===== config.mk =====
export PLATFORM = sky130hd
export DESIGN_NAME = ro_puf_eval
export DESIGN_NICKNAME = d
export VERILOG_FILES = /design/src/rtl/ro_puf_pkg.sv /design/src/rtl/ro_puf_eval_counter.sv /design/src/rtl/ro_puf_eval.sv
export SDC_FILE = /design/constraint.sdc
export NUM_CORES = 1
export LEC_CHECK = 0
export CAP_MARGIN = 20
export CORE_ASPECT_RATIO = 1.4
export CORE_MARGIN = 2
export CORE_UTILIZATION = 60
export DETAILED_ROUTE_END_ITERATION = 7
export PLACE_DENSITY_LB_ADDON = 0.12
export SYNTH_ARGS = -nofsm -noshare
export SYNTH_HDL_FRONTEND = slang
export SYNTH_SLANG_ARGS = --single-unit

===== constraint.sdc =====
create_clock -name i_clk -period 6.8 [get_ports i_clk]
set_input_delay 0.68 -clock i_clk [delete_from_list [all_inputs] [get_ports i_clk]]
set_output_delay 0.68 -clock i_clk [all_outputs]
set_load 0.02 [all_outputs]

===== src/rtl/ro_puf_pkg.sv =====
// ro_puf_pkg
//   Shared definitions for the ring-oscillator PUF evaluator: the FSM state
//   encoding, the challenge-expansion LFSR polynomial and default seed, and
//   the LFSR step function used by the top level.
package ro_puf_pkg;

  typedef enum logic [2:0] {
    IDLE,
    CLEAR,
    SETTLE,
    COUNT,
    COMPARE,
    DONE
  } state_t;

  localparam int CHAL_W = 16;

  // Taps for x^16 + x^14 + x^13 + x^11 + 1, bit 15 being x^16.
  localparam logic [CHAL_W-1:0] LFSR_TAPS = 16'hB400;

  // Substituted for an all-zero challenge, which would lock the LFSR at zero.
  localparam logic [CHAL_W-1:0] LFSR_DEFAULT_SEED = 16'hACE1;

  // One Fibonacci step: the parity of the tapped bits enters at bit 0 and
  // the register shifts toward the MSB.
  function automatic logic [CHAL_W-1:0] lfsr_next(input logic [CHAL_W-1:0] cur);
    return {cur[CHAL_W-2:0], ^(cur & LFSR_TAPS)};
  endfunction

endpackage


===== src/rtl/ro_puf_eval_counter.sv =====
// ro_edge_counter
//   One measurement channel: synchronises a free-running oscillator into the
//   clk domain, detects its rising edges and counts them with saturation.
// Ports:
//   i_clk        system clock
//   i_rst_n      asynchronous reset, active-high despite the name
//   i_clr        zero the counter and the saturation flag
//   i_en         count window open
//   i_ro         raw oscillator, asynchronous to i_clk
//   o_count      edges seen while i_en was high
//   o_saturated  an edge arrived while the counter was already all-ones
module ro_edge_counter #(
  parameter int CNT_W       = 16,
  parameter int SYNC_STAGES = 2
) (
  input  logic             i_clk,
  input  logic             i_rst_n,
  input  logic             i_clr,
  input  logic             i_en,
  input  logic             i_ro,
  output logic [CNT_W-1:0] o_count,
  output logic             o_saturated
);

  logic [SYNC_STAGES-1:0] r_sync;
  logic                   r_prev;
  logic [CNT_W-1:0]       r_count;
  logic                   r_saturated;
  logic                   w_rise;

  // The synchroniser chain and the edge-detect flop run continuously so a
  // freshly selected oscillator has settled before the window opens.
  always_ff @(posedge i_clk or posedge i_rst_n) begin
    if (i_rst_n) begin
      r_sync <= '0;
      r_prev <= 1'b0;
    end else begin
      r_sync <= {r_sync[SYNC_STAGES-2:0], i_ro};
      r_prev <= r_sync[SYNC_STAGES-1];
    end
  end

  assign w_rise = r_sync[SYNC_STAGES-1] & ~r_prev;

  // Saturating counter: at all-ones further edges are dropped and flagged
  // rather than wrapping, so a saturated count can never compare as small.
  always_ff @(posedge i_clk or posedge i_rst_n) begin
    if (i_rst_n) begin
      r_count     <= '0;
      r_saturated <= 1'b0;
    end else if (i_clr) begin
      r_count     <= '0;
      r_saturated <= 1'b0;
    end else if (i_en && w_rise) begin
      if (&r_count) begin
        r_saturated <= 1'b1;
      end else begin
        r_count <= r_count + 1'b1;
      end
    end
  end

  assign o_count     = r_count;
  assign o_saturated = r_saturated;

endmodule


===== src/rtl/ro_puf_eval.sv =====
// ro_puf_eval
//   Ring-oscillator PUF evaluator. For each of RESP_W response bits a pair of
//   oscillators is chosen from an LFSR expanded from the challenge, both are
//   edge-counted over a programmable window and the counts are compared.
//   Oscillators faster than clk/2 alias; this is an accepted limitation.
// Ports:
//   i_clk, i_rst_n        clock; asynchronous active-high reset
//   i_ro_in               N_RO raw oscillator outputs
//   i_start               request an evaluation (looked at only in IDLE)
//   i_challenge           LFSR seed, latched on start accept
//   i_win_len             window length in clk cycles, 0 behaves as 1
//   o_busy                high whenever the FSM is not in IDLE
//   o_resp_valid          response word is available
//   i_resp_ready          consumer takes the response (looked at only in DONE)
//   o_resp                response, bit i is the i-th evaluated pair
//   o_ties                number of pairs whose counts were equal
//   o_sat                 some counter saturated during this evaluation
//   o_cnt_a, o_cnt_b      counts of the most recently compared pair
module ro_puf_eval
  import ro_puf_pkg::*;
#(
  parameter int N_RO        = 16,
  parameter int CNT_W       = 16,
  parameter int WIN_W       = 16,
  parameter int RESP_W      = 8,
  parameter int SYNC_STAGES = 2
) (
  input  logic                         i_clk,
  input  logic                         i_rst_n,
  input  logic [N_RO-1:0]              i_ro_in,
  input  logic                         i_start,
  input  logic [CHAL_W-1:0]            i_challenge,
  input  logic [WIN_W-1:0]             i_win_len,
  output logic                         o_busy,
  output logic                         o_resp_valid,
  input  logic                         i_resp_ready,
  output logic [RESP_W-1:0]            o_resp,
  output logic [$clog2(RESP_W+1)-1:0]  o_ties,
  output logic                         o_sat,
  output logic [CNT_W-1:0]             o_cnt_a,
  output logic [CNT_W-1:0]             o_cnt_b
);

  localparam int SEL_W = $clog2(N_RO);
  localparam int TIE_W = $clog2(RESP_W+1);
  localparam int SET_W = $clog2(SYNC_STAGES+1);
  localparam logic [SEL_W:0] N_RO_V = (SEL_W+1)'(N_RO);

  state_t            r_state;
  logic [CHAL_W-1:0] r_lfsr;
  logic [WIN_W-1:0]  r_winLen;
  logic [WIN_W-1:0]  r_winCnt;
  logic [SET_W-1:0]  r_settleCnt;
  logic [TIE_W-1:0]  r_idx;
  logic [SEL_W-1:0]  r_selA;
  logic [SEL_W-1:0]  r_selB;
  logic              r_busy;
  logic              r_valid;
  logic [RESP_W-1:0] r_resp;
  logic [TIE_W-1:0]  r_ties;
  logic              r_sat;
  logic [CNT_W-1:0]  r_cntA;
  logic [CNT_W-1:0]  r_cntB;

  logic [SEL_W-1:0]  w_selA;
  logic [SEL_W-1:0]  w_selB;
  logic [SEL_W-1:0]  w_rawB;
  logic              w_roA;
  logic              w_roB;
  logic              w_clr;
  logic              w_en;
  logic [CNT_W-1:0]  w_cntA;
  logic [CNT_W-1:0]  w_cntB;
  logic              w_satA;
  logic              w_satB;

  // A SEL_W-bit field is always below 2*N_RO, so one conditional subtract
  // is a full modulo-N_RO reduction for non-power-of-two N_RO.
  function automatic logic [SEL_W-1:0] foldSel(input logic [SEL_W-1:0] raw);
    if ({1'b0, raw} >= N_RO_V) begin
      return raw - N_RO_V[SEL_W-1:0];
    end
    return raw;
  endfunction

  // Pair selection from the low LFSR bits; a self-pair is bumped to the
  // next oscillator so every bit compares two distinct rings.
  assign w_selA = foldSel(r_lfsr[SEL_W-1:0]);
  assign w_rawB = foldSel(r_lfsr[2*SEL_W-1:SEL_W]);
  assign w_selB = (w_rawB != w_selA)                  ? w_rawB :
                  (w_selA == SEL_W'(N_RO-1))          ? '0     :
                                                        w_selA + 1'b1;

  assign w_roA = i_ro_in[r_selA];
  assign w_roB = i_ro_in[r_selB];
  assign w_clr = (r_state == CLEAR);
  assign w_en  = (r_state == COUNT);

  ro_edge_counter #(
    .CNT_W       (CNT_W),
    .SYNC_STAGES (SYNC_STAGES)
  ) u_cntA (
    .i_clk       (i_clk),
    .i_rst_n     (i_rst_n),
    .i_clr       (w_clr),
    .i_en        (w_en),
    .i_ro        (w_roA),
    .o_count     (w_cntA),
    .o_saturated (w_satA)
  );

  ro_edge_counter #(
    .CNT_W       (CNT_W),
    .SYNC_STAGES (SYNC_STAGES)
  ) u_cntB (
    .i_clk       (i_clk),
    .i_rst_n     (i_rst_n),
    .i_clr       (w_clr),
    .i_en        (w_en),
    .i_ro        (w_roB),
    .o_count     (w_cntB),
    .o_saturated (w_satB)
  );

  // Evaluation sequencer. Each bit costs CLEAR(1) + SETTLE(SYNC_STAGES+1) +
  // COUNT(W) + COMPARE(1) cycles. SETTLE lets the new mux selection pass the
  // synchroniser and edge flop so the switch itself is never counted.
  // resp_valid and busy are registered here alongside the state.
  always_ff @(posedge i_clk or posedge i_rst_n) begin
    if (i_rst_n) begin
      r_state     <= IDLE;
      r_lfsr      <= '0;
      r_winLen    <= '0;
      r_winCnt    <= '0;
      r_settleCnt <= '0;
      r_idx       <= '0;
      r_selA      <= '0;
      r_selB      <= '0;
      r_busy      <= 1'b0;
      r_valid     <= 1'b0;
      r_resp      <= '0;
      r_ties      <= '0;
      r_sat       <= 1'b0;
      r_cntA      <= '0;
      r_cntB      <= '0;
    end else begin
      case (r_state)
        IDLE: begin
          if (i_start) begin
            r_lfsr   <= (i_challenge == '0) ? LFSR_DEFAULT_SEED : i_challenge;
            r_winLen <= (i_win_len == '0) ? WIN_W'(1) : i_win_len;
            r_resp   <= '0;
            r_ties   <= '0;
            r_sat    <= 1'b0;
            r_idx    <= '0;
            r_busy   <= 1'b1;
            r_state  <= CLEAR;
          end
        end
        CLEAR: begin
          r_selA      <= w_selA;
          r_selB      <= w_selB;
          r_settleCnt <= SET_W'(SYNC_STAGES);
          r_state     <= SETTLE;
        end
        SETTLE: begin
          if (r_settleCnt == '0) begin
            r_winCnt <= r_winLen;
            r_state  <= COUNT;
          end else begin
            r_settleCnt <= r_settleCnt - 1'b1;
          end
        end
        COUNT: begin
          if (r_winCnt == WIN_W'(1)) begin
            r_state <= COMPARE;
          end else begin
            r_winCnt <= r_winCnt - 1'b1;
          end
        end
        COMPARE: begin
          if (w_cntA > w_cntB) begin
            r_resp <= r_resp | (RESP_W'(1) << r_idx);
          end
          if (w_cntA == w_cntB) begin
            r_ties <= r_ties + 1'b1;
          end
          r_sat  <= r_sat | w_satA | w_satB;
          r_cntA <= w_cntA;
          r_cntB <= w_cntB;
          r_lfsr <= lfsr_next(r_lfsr);
          r_idx  <= r_idx + 1'b1;
          if (r_idx == TIE_W'(RESP_W-1)) begin
            r_valid <= 1'b1;
            r_state <= DONE;
          end else begin
            r_state <= CLEAR;
          end
        end
        DONE: begin
          if (i_resp_ready) begin
            r_valid <= 1'b0;
            r_busy  <= 1'b0;
            r_state <= IDLE;
          end
        end
        default: begin
          r_state <= IDLE;
        end
      endcase
    end
  end

  assign o_busy       = r_busy;
  assign o_resp_valid = r_valid;
  assign o_resp       = r_resp;
  assign o_ties       = r_ties;
  assign o_sat        = r_sat;
  assign o_cnt_a      = r_cntA;
  assign o_cnt_b      = r_cntB;

endmodule

### Word level (Yosys, flattened, before mapping)

Cells that the tools add are included.

* reductions and logical operators: 31
* equal/unequal tests: 21
* bitwise gates (word level): 7
* shifts and indexed selects: 1
* $lt $le $gt $ge: 3
* mux-type cells: 47
* add/subtract/negate cells: 7

Operators with widths (number)
* 2-to-1 mux 16 bit: 11
* one-hot mux 16 bit (2 select lines): 2
* adder 16 x 1 -> 16 bit (second input constant): 2
* zero test 16 bit: 2
* AND reduction 16 bit: 2
* inequality test 2 bit (second input constant): 10
* one-hot mux 3 bit (6 select lines): 1
* nonzero test 2 bit: 9
* == test 16 x 1 -> 1 bit (second input constant): 1
* == test 16 bit: 1
* > comparator 16 bit: 1
* 2-to-1 mux 4 bit: 4
* 2-to-1 mux 8 bit: 2
* one-hot mux 4 bit (2 select lines): 2
* one-hot mux 8 bit (2 select lines): 1
* parity 16 bit: 1
* subtractor 16 x 1 -> 16 bit (second input constant): 1
* 2-to-1 mux 3 bit: 5
* AND reduction 3 bit: 5
* AND reduction 2 bit: 7
* adder 4 x 1 -> 4 bit (second input constant): 3
* 2-to-1 mux 1 bit: 12
* less-than comparator 4 x 5 -> 1 bit (second input constant): 2
* binary-select mux 1 bit (select 4 bit): 2
* other kinds (20): 28

* bits in registers: 152
* input bits: 52
* word-level logic and storage cells: 140
* output and inout port bits: 47

### Longest topological paths before layout

* word-level depth: 5
* depth in mapped cells: 8
* gate-level depth less buffers: 7

### Cells and area by module

From an unflattened synthesis, not the netlist that was laid out.

* cells, all modules: 844
* area total of the unflattened synthesis: 7923.8 µm²

Modules (own cells, without submodules)
* ro_puf_eval: instances 1, cells an instance 636, sequential area each 2802.7 µm², area each 5911.9 µm²
* ro_edge_counter: instances 2, cells an instance 104, sequential area each 500.5 µm², area each 1006.0 µm²

### Worst setup path before layout

Ideal clock, no wire load.

* kind: reg-to-reg
* start: register u_cntB.r_count[6], in the netlist u_cntB.o_count[6]
* end: register r_resp[4], in the netlist o_resp[4]
* setup time: 121 ps
* slack: 4691 ps
* clock period less this slack: 2109 ps
* stages on the path, launching flop included: 8
* data required time: 6679 ps
* buffers on the path: 0
* arrival time: 1988 ps
* path through: dfrtp_1 > inv_1 > ha_1 > nand4_1 > nor4_1 > nor3_1 > and3_1 > a22o_1

* cells in the longest elaborated chain, start to end: 3

Ends and longest elaborated chain
* start, declared: line ro_puf_eval_counter.sv:27 `logic [CNT_W-1:0] r_count;`
* start signal, assigned: line ro_puf_eval_counter.sv:58 `r_count <= r_count + 1'b1;`
* > comparator 16 bit: line ro_puf_eval.sv:182 `if (w_cntA > w_cntB) begin`
* inequality test 2 bit (no source line)
* AND reduction 3 bit (no source line)
* end signal, assigned: line ro_puf_eval.sv:183 `r_resp <= r_resp | (RESP_W'(1) << r_idx);`
* end, declared: line ro_puf_eval.sv:59 `logic [RESP_W-1:0] r_resp;`

Every way passes these cells.
A chain may end at the register's enable or synchronous reset.

### Worst setup path after layout

* start: register r_state[1]
* end: register r_resp[5], in the netlist o_resp[5]

* cells in the longest elaborated chain, start to end: 3
* elaborated cells between the ends (all ways): 7
* classes of those cells: eq/ne: 3; mux: 1; reduce/logical: 3

Ends and longest elaborated chain
* start, declared: line ro_puf_eval.sv:49 `state_t r_state;`
* start signal, assigned: line ro_puf_eval.sv:131 `r_state <= IDLE;`
* start signal, assigned: line ro_puf_eval.sv:157 `r_state <= CLEAR;`
* start signal, assigned: line ro_puf_eval.sv:164 `r_state <= SETTLE;`
* == test 3 bit or zero test 3 bit (tied branches): line ro_puf_eval.sv:147 `case (r_state)`
* inequality test 2 bit (no source line) or nonzero test 2 bit (tied branches)
* AND reduction 3 bit (no source line)

Several ways; a longest one is shown, not always the timed one.

==> flow_summary.ini <==
[setup_path]
cp-end-kind = flip-flop
critPathKind = reg2reg
r2r_slack_ns = 3.83
crit_end = o_resp[5]
worstPathRequired_ns = 7.17
worstPathMaxFanout = 57
reg2reg_from = r_state[1]
critPathLaunchType = flip-flop
worstSetupStartpoint = r_state[1]
reg2regPathDepth = 5
r2r_end = o_resp[5]
cp.arrival_ns = 3.34

[sta]
min_period_ns = 2.97
tightest_slew_ns = 1.07
holdWs_ns = 0.354
slew_headroom = 0.281
finalHoldViolations = 0
slew_violations = 0
tns_ns = 0
grt_setup_unrepaired = false
fin_crit_sh = 0.437
clock.fmax_mhz = 336
skew_ns = 0.00955
setup_viol = 0

[detailed_routing]
antenna_left = 0
detail_route.iter0.violations = 429
vias_per_cell = 6.30
wl_per_cell_um = 18.9
drt_wl_total_mm = 20.4
drc = 0
via_count = 6800
dr.pass1.iters = 7

[floorplan]
dieArea_um2 = 14100
pin_count = 99
die_y_um = 140
start_util = 0.614
rows = 49
die_width_um = 101
core_um2 = 12900

[cts]
clock_latency_ns = 0.43
cts_buffers = 17
cts_resized = 0
cts_sinks = 152
htree_num_levels = 4
cts_tree = done
cts.root.buffer_cell = clkbuf_16
clk_pin_slew_ns = 0.07
cts_hold_buf = 0
clockBufferDepth = 2
post_cts_buffers = 0

[synthesis]
synth_edf_count = 0
postSynthCellCount = 836
yosysTopAreaCell = dfrtp_1
synth.area.top_cells = dfrtp_1 (48%), nand2_1 (8.2%), ha_1 (4.6%)
synth_top_area_frac = 0.481
syn-num-nets = 917
syn_area_um2 = 7900
ys_seq_area_frac = 0.481
synth_most_common_cell = nand2_1
yosysUniqueCellTypes = 68
synth_area_per_cell_um2 = 9.45
synth_seq_cells = 152
synthArstFlopShare = 1.00
netlist_top_cells_count = nand2_1 (172), dfrtp_1 (152), o21ai_0 (55), nor2_1 (52), clkbuf_1 (34)
yosysWarnings = 0
synthFlopType = dfrtp_1

[placement]
dp_hpwl_mm = 14.0
port_buffers = 98
gp_congestion = 0.898

[layout]
finalCoreUtilization = 0.744
layout-drive-gt1-share = 0.0690
layout.area.seq_um2 = 3800
num_antenna_cells = 0
finalNetCount = 995
multiInputGateArea_um2 = 3810
syn_to_final_growth_pct = 21.3
fillers = 932

[global_route]
grt_overflow = 0
antenna_found_initial = 0
grtUsageTotal = 0.300
grt_max_degree = 82
grt_pass1_vias = 6800
grt_pass1_wl_mm = 33.5

[job]
maxCapViolCount = 0

[power]
total_leakage_power_nw = 4.24
cellPowerDensity_nw_per_um2 = 396
worst_ir_drop_vdd_mv = 0.232

[min_path]
worstHoldPathType = reg2reg

[run_status]
run_status = completed
[stage by stage]
stage	power, mW	cell area (µm²)	instances	setup WS (ns)
floorplan	2.36	7900	836	2.03
global placement	2.68	8930	1046	3.87
detailed placement	2.75	8930	1046	3.79
CTS	3.78	9560	1078	3.83
global route	4.03	9580	1080	3.55
finish	3.79	9580	1080	3.83
[cell families (layout without fill, tap and decap cells)]
logic type / count (synthesis) / count (layout) / synth area share
AO/OA/AOI/OAI: 187 / 187 / 0.158
AND/OR/NAND/NOR: 352 / 352 / 0.211
multiplexers: 16 / 16 / 0.0361
XOR/XNOR: 26 / 26 / 0.0288
flip-flops: 152 / 152 / 0.481
buffers and inverters: 74 / 165 / 0.0388
adder cells (fa/ha/maj): 29 / 29 / 0.0459
[layer usage]
layer | vias to the layer above | track usage | part of all wire
met1 | 3322 | 0.365 | 0.39
met4 | 0 | 0.142 | 0.040
li1 | 3157 | - | -
met3 | 70 | 0.0613 | 0.050
met5 | - | 0 | 0
met2 | 251 | 0.507 | 0.52
[state kept, by name, summed over array words and instances, names as in the netlist]
name,flops
o_sat,1
r_selB,4
r_state,3
r_idx,4
r_selA,4
u_cntB.r_sync,2
u_cntA.o_saturated,1
o_cnt_a,16
u_cntB.o_saturated,1
r_winCnt,16
u_cntA.o_count,16
r_winLen,16
u_cntB.o_count,16
u_cntA.r_sync,2
r_settleCnt,2
u_cntB.r_prev,1
o_ties,4
o_resp,8
u_cntA.r_prev,1
o_cnt_b,16
o_busy,1
r_lfsr,16
o_resp_valid,1
[final cells by class]
type	instances	area share
clock buffers	21	0.0480
inverters	28	0.0115
clock inverters	11	0.0179
flip-flops and latches	152	0.397
well taps	153	0.0200
multi-input cells	610	0.397
repair buffers	105	0.108
[power breakdown]
part           switching (mW)  leakage [nW]  internal (mW)  total, mW
registers               0.298          1.99           1.16       1.46
clock network           0.372         0.303          0.634       1.01
logic                   0.778          1.95          0.550       1.33
total                    1.45          4.24           2.34       3.79
[critical path, stage by stage, from the launching register on]
cell and delay [ns]:
dfrtp_1 0.64, nor2_1 0.38, nand2_2 0.62, nor3_1 0.88, and3_1 0.26, a22o_1 0.13
[cell usage in the layout (no fill, tap or decap), types with 16 or more instances in the layout]
cell type | Yosys | routed
nand2_1 | 172 | 171
dfrtp_1 | 152 | 152
clkdlybuf4s50_1 | 0 | 98
o21ai_0 | 55 | 55
nor2_1 | 52 | 52
a21oi_1 | 30 | 30
nand3_1 | 29 | 29
ha_1 | 29 | 29
inv_1 | 28 | 27
a22oi_1 | 18 | 18
clkbuf_16 | 0 | 17
nor4_1 | 16 | 16
[worst min-delay path by stage]
| stage | start | endpoint | cells past startpoint | slack, ns |
|---|---|---|---|---|
| 6_report | u_cntB.r_sync[0] | u_cntB.r_sync[1] | 0 | 0.35 |
| 5_1_grt | u_cntA.r_sync[0] | u_cntA.r_sync[1] | 0 | 0.36 |
| 4_1_cts | u_cntA.r_sync[0] | u_cntA.r_sync[1] | 0 | 0.35 |
| 3_5_place_dp | u_cntA.r_sync[0] | u_cntA.r_sync[1] | 0 | 0.35 |
| 3_3_place_gp | u_cntA.r_sync[0] | u_cntA.r_sync[1] | 0 | 0.34 |
| 2_1_floorplan | u_cntA.r_sync[0] | u_cntA.r_sync[1] | 0 | 0.33 |
(Power assumes the default switching activity.)
